<file path="src/rtl/grom_switch_input.sv">
// -----------------------------------------------------------------------------
// grom_switch_input
//
// Input-side peripheral for the grom8 board. The raw push-button levels are
// synchronised and debounced. Each debounced transition becomes an event byte.
// Event bytes are queued in a small first-word-fall-through FIFO, and the CPU
// drains that FIFO. The debounced levels are also exported for LEDs and status.
//
// Event byte layout:
//   bit7    : 1 = press, 0 = release
//   bits6:2 : 0
//   bits1:0 : switch index
//
// Optional feature (compile-time macro GROM_SWITCH_RELEASE_EVENTS_EN):
//   defined   - release transitions are queued as events with bit7 = 0
//   undefined - only presses are queued; a release updates o_Level only
//
// Parameters:
//   DEBOUNCE_CYCLES : number of consecutive stable synchronised cycles needed
//                     to accept a level change (must be >= 4)
//   FIFO_DEPTH      : number of event queue entries (power of 2, >= 2)
//   NUM_SWITCHES    : number of button inputs (1..4)
//
// Ports:
//   i_Clk      : main clock
//   i_Reset_n  : asynchronous, active-low reset
//   i_Switch   : raw button levels, 1 = pressed, asynchronous to i_Clk
//   i_Rd       : pop request
//   i_Clr_Ovf  : clears o_Overflow
//   o_Data     : head event byte, 8'h00 when the queue is empty
//   o_Valid    : queue is non-empty
//   o_Overflow : sticky flag; set when an event was dropped
//   o_Level    : debounced switch levels
//
// Read handshake: o_Valid/i_Rd follow valid/ready semantics. o_Data always
// shows the head entry. An entry is consumed on every rising clock edge where
// both o_Valid and i_Rd are high. If i_Rd is high while o_Valid is low, the
// request is ignored and no state changes.
// -----------------------------------------------------------------------------
module grom_switch_input #(
   parameter int DEBOUNCE_CYCLES = 250000,
   parameter int FIFO_DEPTH      = 4,
   parameter int NUM_SWITCHES    = 4
) (
   input  logic                    i_Clk,
   input  logic                    i_Reset_n,
   input  logic [NUM_SWITCHES-1:0] i_Switch,
   input  logic                    i_Rd,
   input  logic                    i_Clr_Ovf,
   output logic [7:0]              o_Data,
   output logic                    o_Valid,
   output logic                    o_Overflow,
   output logic [NUM_SWITCHES-1:0] o_Level
);

   localparam int DB_W  = $clog2(DEBOUNCE_CYCLES);
   localparam int PTR_W = $clog2(FIFO_DEPTH);
   localparam int CNT_W = PTR_W + 1;

   localparam logic [DB_W-1:0]  DB_LAST   = DB_W'(DEBOUNCE_CYCLES - 1);
   localparam logic [CNT_W-1:0] FIFO_FULL = CNT_W'(FIFO_DEPTH);

   // ---------------------------------------------------------------------------
   // Two-flop synchroniser
   // ---------------------------------------------------------------------------
   logic [NUM_SWITCHES-1:0] sync1;
   logic [NUM_SWITCHES-1:0] sync2;

   always_ff @(posedge i_Clk or negedge i_Reset_n) begin
      if (!i_Reset_n) begin
         sync1 <= '0;
         sync2 <= '0;
      end else begin
         sync1 <= i_Switch;
         sync2 <= sync1;
      end
   end

   // ---------------------------------------------------------------------------
   // Debounce
   // Each switch has a counter of consecutive cycles in which sync2 differed
   // from the accepted (stable) level. If sync2 returns to the stable level,
   // the counter clears, so a glitch shorter than DEBOUNCE_CYCLES leaves no
   // trace.
   // ---------------------------------------------------------------------------
   logic [NUM_SWITCHES-1:0] stable;
   logic [NUM_SWITCHES-1:0] accept;
   logic [DB_W-1:0]         db_cnt [NUM_SWITCHES];

   always_comb begin
      accept = '0;
      for (int i = 0; i < NUM_SWITCHES; i++) begin
         accept[i] = (sync2[i] != stable[i]) && (db_cnt[i] == DB_LAST);
      end
   end

   always_ff @(posedge i_Clk or negedge i_Reset_n) begin
      if (!i_Reset_n) begin
         stable <= '0;
         for (int i = 0; i < NUM_SWITCHES; i++) begin
            db_cnt[i] <= '0;
         end
      end else begin
         for (int i = 0; i < NUM_SWITCHES; i++) begin
            if (sync2[i] == stable[i]) begin
               db_cnt[i] <= '0;
            end else if (accept[i]) begin
               stable[i] <= sync2[i];
               db_cnt[i] <= '0;
            end else begin
               db_cnt[i] <= db_cnt[i] + 1'b1;
            end
         end
      end
   end

   // ---------------------------------------------------------------------------
   // Event generation
   // set_pend marks the switches whose accepted transition creates an event
   // in this cycle.
   // ---------------------------------------------------------------------------
   logic [NUM_SWITCHES-1:0] set_pend;
   logic [NUM_SWITCHES-1:0] pending;
   logic [NUM_SWITCHES-1:0] grant;
   logic [1:0]              push_idx;
   logic                    push;
   logic [7:0]              push_data;
   logic                    push_press;

`ifdef GROM_SWITCH_RELEASE_EVENTS_EN
   // Stores the direction of each pending event. A switch can hold only one
   // pending event at a time. The arbiter drains it long before the
   // debouncer can accept the next transition on the same switch.
   logic [NUM_SWITCHES-1:0] evt_type;

   assign set_pend = accept;

   always_ff @(posedge i_Clk or negedge i_Reset_n) begin
      if (!i_Reset_n) begin
         evt_type <= '0;
      end else begin
         for (int i = 0; i < NUM_SWITCHES; i++) begin
            if (accept[i]) begin
               evt_type[i] <= sync2[i];
            end
         end
      end
   end

   always_comb begin
      push_press = 1'b0;
      for (int i = 0; i < NUM_SWITCHES; i++) begin
         if (grant[i]) begin
            push_press = evt_type[i];
         end
      end
   end
`else
   // Only rising transitions (presses) produce events.
   assign set_pend   = accept & sync2;
   assign push_press = 1'b1;
`endif

   // ---------------------------------------------------------------------------
   // Fixed-priority arbiter
   // Each cycle, the lowest-index pending switch is granted. At most one
   // event is pushed per cycle.
   // ---------------------------------------------------------------------------
   always_comb begin
      grant    = '0;
      push_idx = 2'd0;
      for (int i = NUM_SWITCHES - 1; i >= 0; i--) begin
         if (pending[i]) begin
            grant    = '0;
            grant[i] = 1'b1;
            push_idx = 2'(i);
         end
      end
   end

   assign push      = |pending;
   assign push_data = {push_press, 5'b00000, push_idx};

   // A granted flag is cleared even if the FIFO is full and the event is
   // dropped. A new acceptance in the same cycle takes priority.
   always_ff @(posedge i_Clk or negedge i_Reset_n) begin
      if (!i_Reset_n) begin
         pending <= '0;
      end else begin
         pending <= (pending & ~grant) | set_pend;
      end
   end

   // ---------------------------------------------------------------------------
   // FWFT event FIFO
   // The occupancy count is kept separately from the pointers, so full and
   // empty never depend on comparing pointers. A push into an empty FIFO
   // becomes visible one cycle later; it is never bypassed to the output in
   // the same cycle.
   // ---------------------------------------------------------------------------
   logic [7:0]       mem [FIFO_DEPTH];
   logic [PTR_W-1:0] wr_ptr;
   logic [PTR_W-1:0] rd_ptr;
   logic [CNT_W-1:0] count;
   logic             fifo_empty;
   logic             fifo_full;
   logic             pop;
   logic             wr_en;
   logic             drop;

   assign fifo_empty = (count == '0);
   assign fifo_full  = (count == FIFO_FULL);
   assign pop        = i_Rd && !fifo_empty;
   // When the FIFO is full, a pop in the same cycle frees a slot for the push.
   assign wr_en      = push && (!fifo_full || pop);
   assign drop       = push && fifo_full && !pop;

   always_ff @(posedge i_Clk) begin
      if (wr_en) begin
         mem[wr_ptr] <= push_data;
      end
   end

   always_ff @(posedge i_Clk or negedge i_Reset_n) begin
      if (!i_Reset_n) begin
         wr_ptr <= '0;
         rd_ptr <= '0;
         count  <= '0;
      end else begin
         if (wr_en) begin
            wr_ptr <= wr_ptr + 1'b1;
         end
         if (pop) begin
            rd_ptr <= rd_ptr + 1'b1;
         end
         case ({wr_en, pop})
            2'b10:   count <= count + 1'b1;
            2'b01:   count <= count - 1'b1;
            default: count <= count;
         endcase
      end
   end

   // Sticky overflow flag. If a drop and a clear happen in the same cycle,
   // the drop wins.
   always_ff @(posedge i_Clk or negedge i_Reset_n) begin
      if (!i_Reset_n) begin
         o_Overflow <= 1'b0;
      end else if (drop) begin
         o_Overflow <= 1'b1;
      end else if (i_Clr_Ovf) begin
         o_Overflow <= 1'b0;
      end
   end

   // ---------------------------------------------------------------------------
   // Outputs
   // ---------------------------------------------------------------------------
   assign o_Valid = !fifo_empty;
   assign o_Data  = fifo_empty ? 8'h00 : mem[rd_ptr];
   assign o_Level = stable;

endmodule
</file>
<file path="config.mk">
export PLATFORM = sky130hd
export DESIGN_NAME = grom_switch_input
export DESIGN_NICKNAME = d
export VERILOG_FILES = /design/src/rtl/grom_switch_input.sv
export SDC_FILE = /design/constraint.sdc
export NUM_CORES = 1
export LEC_CHECK = 0
export ABC_AREA = 1
export BUFFER_PORTS_ARGS = -buffer_cell sky130_fd_sc_hd__buf_4
export CAP_MARGIN = 10
export CORE_ASPECT_RATIO = 1.4
export CORE_MARGIN = 2
export CORE_UTILIZATION = 67
export DETAILED_ROUTE_END_ITERATION = 16
export PLACE_DENSITY = 0.92
export SLEW_MARGIN = 10
export SYNTH_ARGS = -nofsm -noshare
export SYNTH_HDL_FRONTEND = slang
export SYNTH_SLANG_ARGS = --single-unit
</file>
<file path="constraint.sdc">
create_clock -name i_Clk -period 5 [get_ports i_Clk]
set_clock_uncertainty 0.05 [all_clocks]
set_input_delay 1 -clock i_Clk [delete_from_list [all_inputs] [get_ports i_Clk]]
set_output_delay 1 -clock i_Clk [all_outputs]
set_load 0.005 [all_outputs]
</file>
# Word level (Yosys, flattened, before mapping)
# Memory sizes are Yosys's and may differ from the RTL's.
# Index checks and enable logic that the tools add are counted.
[op_classes]
add_sub_neg = 8
n_eq_ne = 15
mux = 22
n_bitwise = 8
reduce_logical = 20
[ops]
columns = ["operator", "n"]
rows = [
  ["two-way mux 18 bit", 8],
  ["adder 18 x 1 -> 18 bit, second input constant", 4],
  ["equality test 18 bit, second input constant", 4],
  ["two-way mux 4 bit", 4],
  ["bitwise AND 4 bit", 2],
  ["logical AND 1 bit", 8],
  ["two-way mux 2 bit", 4],
  ["two-way mux 8 bit", 1],
  ["AND reduction 2 bit", 4],
  ["one-hot mux 3 bit (2 select lines)", 1],
  ["adder 2 x 1 -> 2 bit, second input constant", 2],
  ["equality test 1 bit", 4],
  ["two-way mux 1 bit", 4],
  ["inequality test 1 bit", 4],
  ["NOT 1 bit", 4],
  ["NOT 4 bit", 1],
  ["OR 4 bit", 1],
  ["nonzero test 2 bit", 2],
  ["OR reduction 4 bit", 1],
  ["adder 3 x 1 -> 3 bit, second input constant", 1],
  ["equality test 3 bit, second input constant", 1],
  ["logical NOT 1 bit", 3],
  ["logical NOT 3 bit", 1],
  ["subtractor 3 x 1 -> 3 bit, second input constant", 1],
  ["other kinds (3)", 3],
]
[word_totals]
ff_bits = 96
ramBits = 8
input_bits = 8
output_inout_bits = 14
word_cells = 89
memories = 1
[mem_list]
columns = ["name", "depth", "word_bits", "read_ports", "rd_ports_with_merged_regs", "wr", "line_no", "text"]
rows = [
  ["mem", 4, 2, 1, 0, 1, "201", "logic [7:0] mem [FIFO_DEPTH];"],
]

# Depth between registers and ports, before layout
# Gate-level depths: netlist of run 1.
[depth]
word_depth = 7
ltp_mapped = 11
depth_no_buf = 11

# Worst setup path after synthesis of run 1
# OpenSTA, ideal clock, no wires.
[synth_timing]
path_kind = "input to register"
startpoint = "input port i_Rd"
endpoint = "register count[2]"
setup_time_ns = 0.113
arrival_time_ns = 2.066
required_ns = 4.837
setup_slack_ns = 2.771
path_stages = 9
path_buffers = 0
cell_sequence = "inv_1 nand3_1 nand2_2 nand3_1 fa_1 o21ai_0 nand3_1 nand2_1 inv_1"
[synth_between]
elab_chain_len = 5
word_cells_on_any_way = 7
cone_classes = "eq/ne: 2; mux: 1; reduce/logical: 4"
[synth_lines]
columns = ["element", "line_no", "text"]
rows = [
  ["start, declared", "48", "input logic i_Rd,"],
  ["logical AND 1 bit *", "213", "assign pop = i_Rd && !fifo_empty;"],
  ["logical OR 1 bit", "215", "assign wr_en = push && (!fifo_full || pop);"],
  ["logical AND 1 bit", "215", ""],
  ["equality test 2 x 1 -> 1 bit or equality test 2 bit (tied branches)", "236", "case ({wr_en, pop})"],
  ["one-hot mux 3 bit (2 select lines) or nonzero test 2 bit (tied branches)", "--", ""],
  ["end signal, assigned", "237", "2'b10: count <= count + 1'b1;"],
  ["end signal, assigned", "238", "2'b01: count <= count - 1'b1;"],
  ["end signal, assigned", "239", "default: count <= count;"],
  ["end, declared", "204", "logic [CNT_W-1:0] count;"],
]
# Every way passes the cells marked *; elsewhere a longest branch is shown, timed or not.
# A chain may end at the register's enable or synchronous reset.

# Final worst setup path of run 1
[layout_timing]
startpoint = "register count[0]"
endpoint = "output port o_Data[0]"
[layout_between]
elab_chain_len = 2
[layout_lines]
columns = ["element", "line_no", "text"]
rows = [
  ["logical NOT 3 bit", "211", "assign fifo_empty = (count == '0);"],
  ["two-way mux 8 bit", "260", "assign o_Data = fifo_empty ? 8'h00 : mem[rd_ptr];"],
  ["end, declared", "50", "output logic [7:0] o_Data,"],
]
# Every way passes these cells.

==> results of run 1 <==
[power by group through the flow]
stage	combinational [mW]	clock (mW)	sequential (mW)
3_3_place_gp	0.188	0	0.926
5_1_grt	0.234	0.674	0.918
2_1_floorplan	0.135	0	0.922
6_report	0.205	0.635	0.914
4_1_cts	0.204	0.637	0.913
3_5_place_dp	0.203	0	0.930
[worst min-delay path by stage]
stage                    end  slack, ns  cells after the start
finish              sync2[1]       0.31                      0
global route        sync2[1]       0.32                      0
CTS                 sync2[1]       0.31                      0
detailed placement  sync2[1]       0.29                      0
global placement    sync2[1]       0.29                      0
floorplan           sync2[0]       0.28                      0
[per-stage QoR]
| stage | util, % | power, mW | area, µm² |
|---|---|---|---|
| floorplan | - | 1.057 | 5434 |
| global placement | 72.35 | 1.114 | 5642 |
| detailed placement | 72.35 | 1.133 | 5642 |
| CTS | 75.50 | 1.754 | 5887 |
| global route | 75.50 | 1.826 | 5887 |
| finish | 75.50 | 1.753 | 5887 |
[flip-flops by register name, indices dropped and copies added, names as in the netlist]
signal      flops
wr_ptr          2
db_cnt         72
rd_ptr          2
o_Overflow      1
count           3
mem             8
sync1           4
pending         4
o_Level         4
sync2           4
[worst reg2reg max path, cell delays in order, from the launching register on]
cell	delay, ns
dfrtp_1	0.41
nor2_1	0.21
nand2_1	0.17
nand2_2	0.19
nand3_1	0.14
fa_1	0.40
o21ai_0	0.13
nand3_1	0.12
nand2_1	0.08
inv_1	0.04
[metal layers]
layer	vias to the layer above	wire (µm)
met5	-	0
met4	0	304
met3	30	494
met2	137	5830
met1	2106	4217
li1	2192	-
[logic make-up after synthesis]
family                   Yosys count  synth area share (%)
AO/OA/AOI/OAI                     34                 3.510
adder cells (fa/ha/maj)            9                 2.217
other                              1               0.06920
XOR/XNOR                          33                 5.334
flip-flops                       104                 48.76
buffers and inverters            108                 7.897
AND/OR/NAND/NOR                  412                 32.21
[layout make-up]
cell class                      instances  share of cell area, %
Timing Repair Buffer                   17                  2.168
Inverter                              102                  6.504
Sequential cell                       104                  44.89
Tap cell                              100                  2.125
Multi-Input combinational cell        493                  40.15
Clock inverter                          5                  1.764
Clock buffer                           11                  2.402
[cells in the final DEF, fill, tap and decap left out]
master     netlist  final
o22ai_1          1      1
nor3b_2          2      2
nand2_2          6      6
nor2_4           4      4
bufinv_16        0      3
conb_1           1      5
a31oi_1          3      3
inv_1          100    100
nor3_1          10     10
nor2_2           4      4
xnor2_1          6      6
clkinv_2         0      1
clkinv_4         0      1
clkbuf_1         0      1
xor2_1          27     27
nand3_2          5      5
a21oi_2          1      1
fa_1             1      1
nor3b_1          2      2
inv_2            2      2
dfrtp_1         96     96
nand4_1         10     10
clkbuf_8         0     10
a21oi_1         10     10
buf_4            6     17
a21oi_4          1      1
ha_1             8      8
o21ai_0         18     18
nand3_1         34     34
nand2_1        162    162
nand3b_1         2      2
edfxtp_1         8      8
nor2_1         171    171
==> flow_metrics.env, run 1 <==
export IMPL_synth_commonest_cells="171 x nor2_1, 162 x nand2_1, 100 x inv_1, 96 x dfrtp_1, 34 x nand3_1"
export IMPL_maxCapViolCount=0
export IMPL_cp_arrival_ns=1.48
export IMPL_cp_start_kind="flop"
export IMPL_dpl_cell_count=816
export IMPL_crit_path_max_fanout=6
export IMPL_ff2ff_path_depth=9
export IMPL_clkPwrFrac_pct=36.2
export IMPL_crit_start="count[0]"
export IMPL_synth_ff_type="dfrtp_1"
export IMPL_multiInputGateArea_mm2=0.002364
export IMPL_async_flop_share_pct=92.31
export IMPL_synth_area_mm2=0.005419
export IMPL_synth_area_leaders="dfrtp_1 44%, nor2_1 12%, nand2_1 11%"
export IMPL_avgViaCountPerCell=5.367
export IMPL_yosys_area_top_type="dfrtp_1"
export IMPL_hp_start="sync1[1]"
export IMPL_path_cells="nor2_1 -> nand2_1 -> inv_1 -> a21oi_1 -> buf_4"
export IMPL_drt_iter0_drc=423
export IMPL_grt_usage_pct=27.05
export IMPL_hpwl_um=7370
export IMPL_synth_top_cell_area_share_pct=44.33
export IMPL_cellPowerDensity_mw_per_mm2=297.8
export IMPL_min_path_type="flop to flop"
export IMPL_relSlewSlack_pct=52.21
export IMPL_endpoint="o_Data[0]"
export IMPL_p_leak_nw=2.800
export IMPL_seq_area_frac_synth_pct=48.76
export IMPL_final_setup_tns_ns=0
export IMPL_ios=22
export IMPL_share_seq_of_total_power_pct=52.1
export IMPL_crit_buf_inv=2
export IMPL_ir_drop_mv=0.1988
export IMPL_cts_setup_buffers=0
export IMPL_drc=0
export IMPL_ys_types=28
export IMPL_reg2reg_to="count[2]"
export IMPL_fin_crit_ns=2.530
export IMPL_grt_pass1_wl_um=18950
export IMPL_cts_resized=0
export IMPL_routed_wl_um=10850
export IMPL_holdBufCountCts=0
export IMPL_switchingPower_mw=0.4465
export IMPL_seqCellArea_mm2=0.002643
export IMPL_fillerInstances=529
export IMPL_p_comb_share_pct=11.7
export IMPL_grt_pass1_vias=4376
export IMPL_drive_gt1_share_pct=7.787
export IMPL_rrSetupSlack_ns=2.96
export IMPL_first_pass_iters=7
export IMPL_postRouteAntennaNets=0
export IMPL_slew_viol_final=0
export IMPL_avgSynthCellArea_um2=7.730
export IMPL_die_x_um=80.01
export IMPL_wl_per_cell_um=13.04
export IMPL_top_usage_layer="met2"
export IMPL_cts_root_buf="clkbuf_8"
export IMPL_cts_tree="yes"
export IMPL_required_ns=3.95
export IMPL_coreArea_mm2=0.007797
export IMPL_synth_edff_count=8
export IMPL_ys_seq_elements=104
export IMPL_place_ws_ns=2.464
export IMPL_hold_viol_final=0
export IMPL_nNetsFinal=744
export IMPL_setup_ws_ns=2.470
export IMPL_use_met3_pct=3.431
export IMPL_clk_latency_ns=0.39
export IMPL_use_met2_pct=47.06
export IMPL_cts_made_buffers=9
export IMPL_r2r_start="pending[0]"
export IMPL_fin_hold_ws_ns=0.3126
export IMPL_area_growth_pct=8.635
export IMPL_fmax_mhz=395.3
export IMPL_tightest_slew_ns=0.7169
export IMPL_path_delay_family="flip-flops"
export IMPL_switching_share_pct=25.47
export IMPL_outcome="complete, no violations"
export IMPL_synthCells=701
export IMPL_period_share_pct=50.59
export IMPL_fin_cells=832
export IMPL_port_buffers=16
export IMPL_slowest_delay_ns=0.42
export IMPL_yosysMostFrequentCell="nor2_1"
export IMPL_worst_setup_path_type="flop to output pin"
export IMPL_core_rowCount=38
export IMPL_diodes=0
export IMPL_dieArea_mm2=0.008833
export IMPL_grtUsageMet1_pct=32.00
export IMPL_antenna_found_initial=0
export IMPL_crit_cells=5
export IMPL_die_h_um=110.4
export IMPL_setup_viol=0
export IMPL_rsz0062_at_grt="no"
export IMPL_grt_max_degree=59
export IMPL_via_count=4465
export IMPL_htreeDepth=3
export IMPL_yosysWarningCount=0
export IMPL_initial_core_util_pct=69.50
export IMPL_cts_sinks=104
export IMPL_power_internal_mw=1.307
export IMPL_clkTransAtPathRegs_ns=0.10
export IMPL_cts_buffer_depth=2
export IMPL_grt_overflow=0
export IMPL_gp_congestion=0.9452
export IMPL_end_kind="output pin"
export IMPL_critPathSlowestCell="dfrtp_1"
Note: power is estimated with default switching activity, not from simulation.
==> run 2, diff against run 1 <==
--- a/config.mk
+++ b/config.mk
@@ -10,9 +10,9 @@
 export CAP_MARGIN = 10
 export CORE_ASPECT_RATIO = 1.4
 export CORE_MARGIN = 2
-export CORE_UTILIZATION = 67
+export CORE_UTILIZATION = 56
 export DETAILED_ROUTE_END_ITERATION = 16
-export PLACE_DENSITY = 0.92
+export PLACE_DENSITY = 0.82
 export SLEW_MARGIN = 10
 export SYNTH_ARGS = -nofsm -noshare
 export SYNTH_HDL_FRONTEND = slang
==> constraint.sdc (replaced) <==
create_clock -name i_Clk -period 2.3 [get_ports i_Clk]
set_clock_uncertainty 0.05 [all_clocks]
set_input_delay 0.46 -clock i_Clk [delete_from_list [all_inputs] [get_ports i_Clk]]
set_output_delay 0.46 -clock i_Clk [all_outputs]
set_load 0.005 [all_outputs]
==> flow_metrics.env, run 2 (synthesis results as in run 1) <==
export IMPL_required_ns=1.79
export IMPL_period_share_pct=87.10
export IMPL_core_rowCount=42
export IMPL_path_cells="nor2_1 -> nand2_1 -> inv_1 -> a21oi_1 -> buf_4"
export IMPL_coreArea_mm2=0.009459
export IMPL_initial_core_util_pct=57.29
export IMPL_met1_length_um=4274
export IMPL_met3WireLength_um=256
export IMPL_fin_crit_ns=2.003
export IMPL_port_buffers=16
export IMPL_setup_ws_ns=0.2967
export IMPL_finalInstanceArea_mm2=0.005967
export IMPL_wl_per_cell_um=11.94
export IMPL_grt_usage_pct=21.11
export IMPL_gp_congestion=0.8538
export IMPL_wl_met2_um=5328
export IMPL_drt_iter0_drc=284
export IMPL_via_count=4340
export IMPL_grt_pass1_wl_um=17850
export IMPL_min_path_type="input pin to async pin"
export IMPL_place_ws_ns=0.3255
export IMPL_final_cell_mix="171 x nor2_1, 162 x nand2_1, 100 x inv_1, 96 x dfrtp_1, 34 x nand3_1"
export IMPL_rsz0062_at_grt="no"
export IMPL_switching_share_pct=27.07
export IMPL_critPathSlowestCell="dfrtp_1"
export IMPL_fmax_mhz=499.2
export IMPL_setup_viol=0
export IMPL_fillerInstances=765
export IMPL_switchingPower_mw=1.058
export IMPL_cts_tree="yes"
export IMPL_drc=0
export IMPL_clk_latency_ns=0.35
export IMPL_topRoutingLayerUsed="met4"
export IMPL_end_kind="output pin"
export IMPL_top_register="db_cnt"
export IMPL_fin_hold_ws_ns=0.02360
export IMPL_clkPwrFrac_pct=37.7
export IMPL_grt_overflow=0
export IMPL_antenna_found_initial=0
export IMPL_power_internal_mw=2.851
export IMPL_largest_reg_flops=72
export IMPL_die_x_um=87.14
export IMPL_drive_gt1_share_pct=8.174
export IMPL_crit_path_max_fanout=6
export IMPL_cts_root_buf="clkbuf_16"
export IMPL_ir_drop_mv=0.4651
export IMPL_avgViaCountPerCell=5.142
export IMPL_cp_start_kind="flop"
export IMPL_share_seq_of_total_power_pct=50.9
export IMPL_worst_setup_path_type="flop to output pin"
export IMPL_nNetsFinal=746
export IMPL_cts_made_buffers=9
export IMPL_hold_viol_final=0
export IMPL_postRouteAntennaNets=0
export IMPL_place_area_mm2=0.005682
export IMPL_crit_buf_inv=2
export IMPL_holdBufCountCts=0
export IMPL_final_setup_tns_ns=0
export IMPL_htreeDepth=3
export IMPL_final_common_cell="nor2_1"
export IMPL_die_h_um=120.4
export IMPL_area_growth_pct=10.11
export IMPL_relSlewSlack_pct=64.50
export IMPL_first_pass_iters=4
export IMPL_reg_top3="db_cnt (72), mem (8)"
export IMPL_cellPowerDensity_mw_per_mm2=655.1
export IMPL_path_delay_family="simple AND/OR/NAND/NOR gates"
export IMPL_outcome="complete, no violations"
export IMPL_dieArea_mm2=0.01049
export IMPL_clkTransAtPathRegs_ns=0.07
export IMPL_cts_sinks=104
export IMPL_cts_setup_buffers=0
export IMPL_cts_resized=0
export IMPL_p_comb_share_pct=11.4
export IMPL_maxCapViolCount=0
export IMPL_routed_wl_um=10080
export IMPL_grt_pass1_vias=4378
export IMPL_cp_arrival_ns=1.49
export IMPL_tightest_slew_ns=0.5285
export IMPL_hpwl_um=7453
export IMPL_grt_max_degree=39
export IMPL_p_leak_nw=2.833
export IMPL_slowest_delay_ns=0.41
export IMPL_ios=22
export IMPL_cts_buffer_depth=2
export IMPL_diodes=0
export IMPL_slew_viol_final=0
==> run 2: routing by layer <==
metal / track usage (%) / vias to the layer above
li1: - / 2198
met1: 24.06 / 2065
met2: 37.88 / 60
met3: 3.618 / 17
met4: 9.615 / 0
met5: 0 / -
==> run 2: through the flow <==
step / total power, mW / cells / utilization [%]
finish: 3.909 / 844 / 63.08
global route: 4.102 / 844 / 63.08
CTS: 3.963 / 844 / 63.08
detailed placement: 2.476 / 828 / 60.07
global placement: 2.437 / 828 / 60.07
floorplan: 2.298 / 705 / -
==> run 2: power by group through the flow <==
| stage | registers, mW | logic (mW) | clock network, mW |
|---|---|---|---|
| after floorplan | 2.00 | 0.294 | 0 |
| after global placement | 2.02 | 0.420 | 0 |
| after detailed placement | 2.03 | 0.449 | 0 |
| after CTS | 1.99 | 0.452 | 1.52 |
| after global routing | 2.00 | 0.513 | 1.59 |
| final | 1.99 | 0.447 | 1.47 |
==> run 2: final timing paths <==
| kind | end | cells after the start | slack (ns) | from |
|---|---|---|---|---|
| worst max-delay path | o_Data[1] | 5 | 0.30 | count[0] |
| max in group asynchronous | db_cnt[13] | 2 | 1.52 | i_Reset_n |
| worst min register to register | sync2[0] | 0 | 0.30 | sync1[0] |
| worst max register to register | count[2] | 11 | 0.32 | count[0] |
| worst min-delay path | db_cnt[71] | 1 | 0.02 | i_Reset_n |
| min in group i_Clk | sync1[2] | 1 | 0.16 | i_Switch[2] |
==> run 2: cell type report <==
type | instances | area [µm²] | share of cell area (%)
multi-input combinational | 493 | 2364 | 39.61
inverter | 102 | 382.9 | 6.416
timing repair buffer | 19 | 155.1 | 2.600
tap | 110 | 137.6 | 2.307
clock inverter | 7 | 60.06 | 1.007
sequential | 104 | 2643 | 44.29
clock buffer | 9 | 225.2 | 3.774
==> run 3, diff against run 2 <==
--- a/config.mk
+++ b/config.mk
@@ -8,9 +8,11 @@
 export ABC_AREA = 1
 export BUFFER_PORTS_ARGS = -buffer_cell sky130_fd_sc_hd__buf_4
 export CAP_MARGIN = 10
+export CELL_PAD_IN_SITES_DETAIL_PLACEMENT = 1
+export CELL_PAD_IN_SITES_GLOBAL_PLACEMENT = 1
 export CORE_ASPECT_RATIO = 1.4
 export CORE_MARGIN = 2
-export CORE_UTILIZATION = 56
+export CORE_UTILIZATION = 42
 export DETAILED_ROUTE_END_ITERATION = 16
 export PLACE_DENSITY = 0.82
 export SLEW_MARGIN = 10
==> flow_metrics.env, run 3 (synthesis results as in run 1) <==
export IMPL_wl_per_cell_um=13.91
export IMPL_dieArea_mm2=0.01384
export IMPL_crit_path_max_fanout=8
export IMPL_cts_made_buffers=9
export IMPL_port_buffers=16
export IMPL_period_share_pct=88.17
export IMPL_initial_core_util_pct=42.49
export IMPL_cp_start_kind="flop"
export IMPL_crit_buf_inv=1
export IMPL_fin_cells=886
export IMPL_relSlewSlack_pct=63.21
export IMPL_cts_root_buf="clkbuf_16"
export IMPL_drc=0
export IMPL_cts_buffer_depth=2
export IMPL_worst_setup_path_type="flop to flop"
export IMPL_avgViaCountPerCell=4.980
export IMPL_routed_wl_um=12330
export IMPL_outcome="finished with violations"
export IMPL_hpwl_um=9341
export IMPL_maxCapViolCount=0
export IMPL_die_x_um=100
export IMPL_dpl_cell_count=871
export IMPL_nNetsFinal=746
export IMPL_final_common_cell="nor2_1"
export IMPL_top_register="db_cnt"
export IMPL_die_h_um=138.4
export IMPL_antenna_found_initial=0
export IMPL_coreArea_mm2=0.01275
export IMPL_fmax_mhz=493.1
export IMPL_final_setup_tns_ns=0
export IMPL_holdBufCountCts=0
export IMPL_htreeDepth=3
export IMPL_final_cell_mix="171 x nor2_1, 162 x nand2_1, 100 x inv_1, 96 x dfrtp_1, 34 x nand3_1"
export IMPL_drt_iter0_drc=114
export IMPL_cts_tree="yes"
export IMPL_diodes=0
export IMPL_fin_crit_ns=2.028
export IMPL_cp_arrival_ns=2.23
export IMPL_endpoint="count[2]"
export IMPL_ff2ff_path_depth=9
export IMPL_critPathSlowestCell="dfrtp_1"
export IMPL_cts_sinks=104
export IMPL_violations="negative hold slack"
export IMPL_reg2reg_to="count[2]"
export IMPL_slew_viol_final=0
export IMPL_ir_drop_mv=0.3383
export IMPL_end_kind="flop"
export IMPL_setup_viol=0
export IMPL_fin_hold_ws_ns=-0.01198
export IMPL_r2r_start="count[0]"
export IMPL_rrSetupSlack_ns=0.27
export IMPL_required_ns=2.50
export IMPL_rsz0062_at_grt="no"
export IMPL_grt_max_degree=38
export IMPL_p_leak_nw=2.842
export IMPL_core_rowCount=49
export IMPL_grt_usage_pct=19.54
export IMPL_grt_overflow=0
export IMPL_cts_resized=0
export IMPL_via_count=4412
export IMPL_crit_start="count[0]"
export IMPL_min_path_type="input pin to async pin"
export IMPL_first_pass_iters=4
export IMPL_finalPower_mw=4.047
export IMPL_area_growth_pct=11.54
export IMPL_clkTransAtPathRegs_ns=0.07
export IMPL_tightest_slew_ns=0.5476
export IMPL_crit_path_frequent_cell="nand3_1"
export IMPL_cts_setup_buffers=0
export IMPL_cellPowerDensity_mw_per_mm2=669.6
export IMPL_clk_latency_ns=0.35
export IMPL_slowest_delay_ns=0.41
export IMPL_grt_pass1_wl_um=21910
export IMPL_postRouteAntennaNets=0
export IMPL_path_delay_family="simple AND/OR/NAND/NOR gates"
export IMPL_reg_top3="db_cnt (72), mem (8)"
export IMPL_gp_congestion=0.8502
export IMPL_largest_reg_flops=72
export IMPL_path_cells="nor2_1 -> nand3_1 -> nand2_2 -> nand3_1 -> fa_1 -> o21ai_0 -> nand3_1 -> nand2_1 -> inv_1"
export IMPL_crit_cells=9
export IMPL_drive_gt1_share_pct=7.913
export IMPL_grt_pass1_vias=4862
export IMPL_hold_viol_final=16
export IMPL_ios=22
run 3: cell count changes in the layout (fill, tap and decap cells not counted):
cell,change
inv_6,-4
clkbuf_8,+3
bufinv_16,+1
clkbuf_1,+1
clkinv_2,-1
inv_8,-1
run 3: routing by layer:
metal / vias to the layer above / global-route usage, % / part of all wire (%)
met5: - / 0 / 0
met2: 44 / 36.45 / 55
li1: 2202 / - / -
met3: 18 / 2.528 / 1.6
met4: 0 / 6.921 / 1.9
met1: 2148 / 22.49 / 42
run 3: worst min path at each step:
stage,endpoint,cells past startpoint,start,slack [ns]
floorplan,count[0],0,i_Reset_n,0.11
global route,rd_ptr[0],1,i_Reset_n,0.01
finish,db_cnt[32],1,i_Reset_n,-0.01
detailed placement,sync2[1],0,sync1[1],0.29
CTS,db_cnt[32],1,i_Reset_n,0.001
global placement,sync2[0],0,sync1[0],0.28
run 3: stage by stage:
step / setup slack (ns) / util (%) / area (µm²)
3_3_place_gp: 0.4025 / 44.98 / 5736
6_report: 0.2720 / 47.40 / 6045
4_1_cts: 0.2451 / 47.40 / 6045
2_1_floorplan: 0.5679 / - / 5434
3_5_place_dp: 0.2757 / 44.98 / 5736
5_1_grt: 0.05928 / 47.40 / 6045
run 3: power by group:
group	internal, mW	switching, mW
combinational	0.178	0.276
clock	0.930	0.672
sequential	1.92	0.0751
total	3.02	1.02
run 3: worst reg2reg max path: cells and delay by family, from the launching register on:
family,cells,cell delay (ns)
simple gates,6,0.91
compound gates,1,0.13
buf+inv,1,0.04
flops,1,0.41
fa+ha+maj,1,0.40
run 3: area by class of cell:
type / instances / area [µm²]
timing repair buffer: 19 / 155.1
sequential: 104 / 2643
inverter: 102 / 382.9
clock buffer: 13 / 270.3
multi-input combinational: 493 / 2364
fill: 1590 / 6708
clock inverter: 2 / 38.79
tap: 153 / 191.4
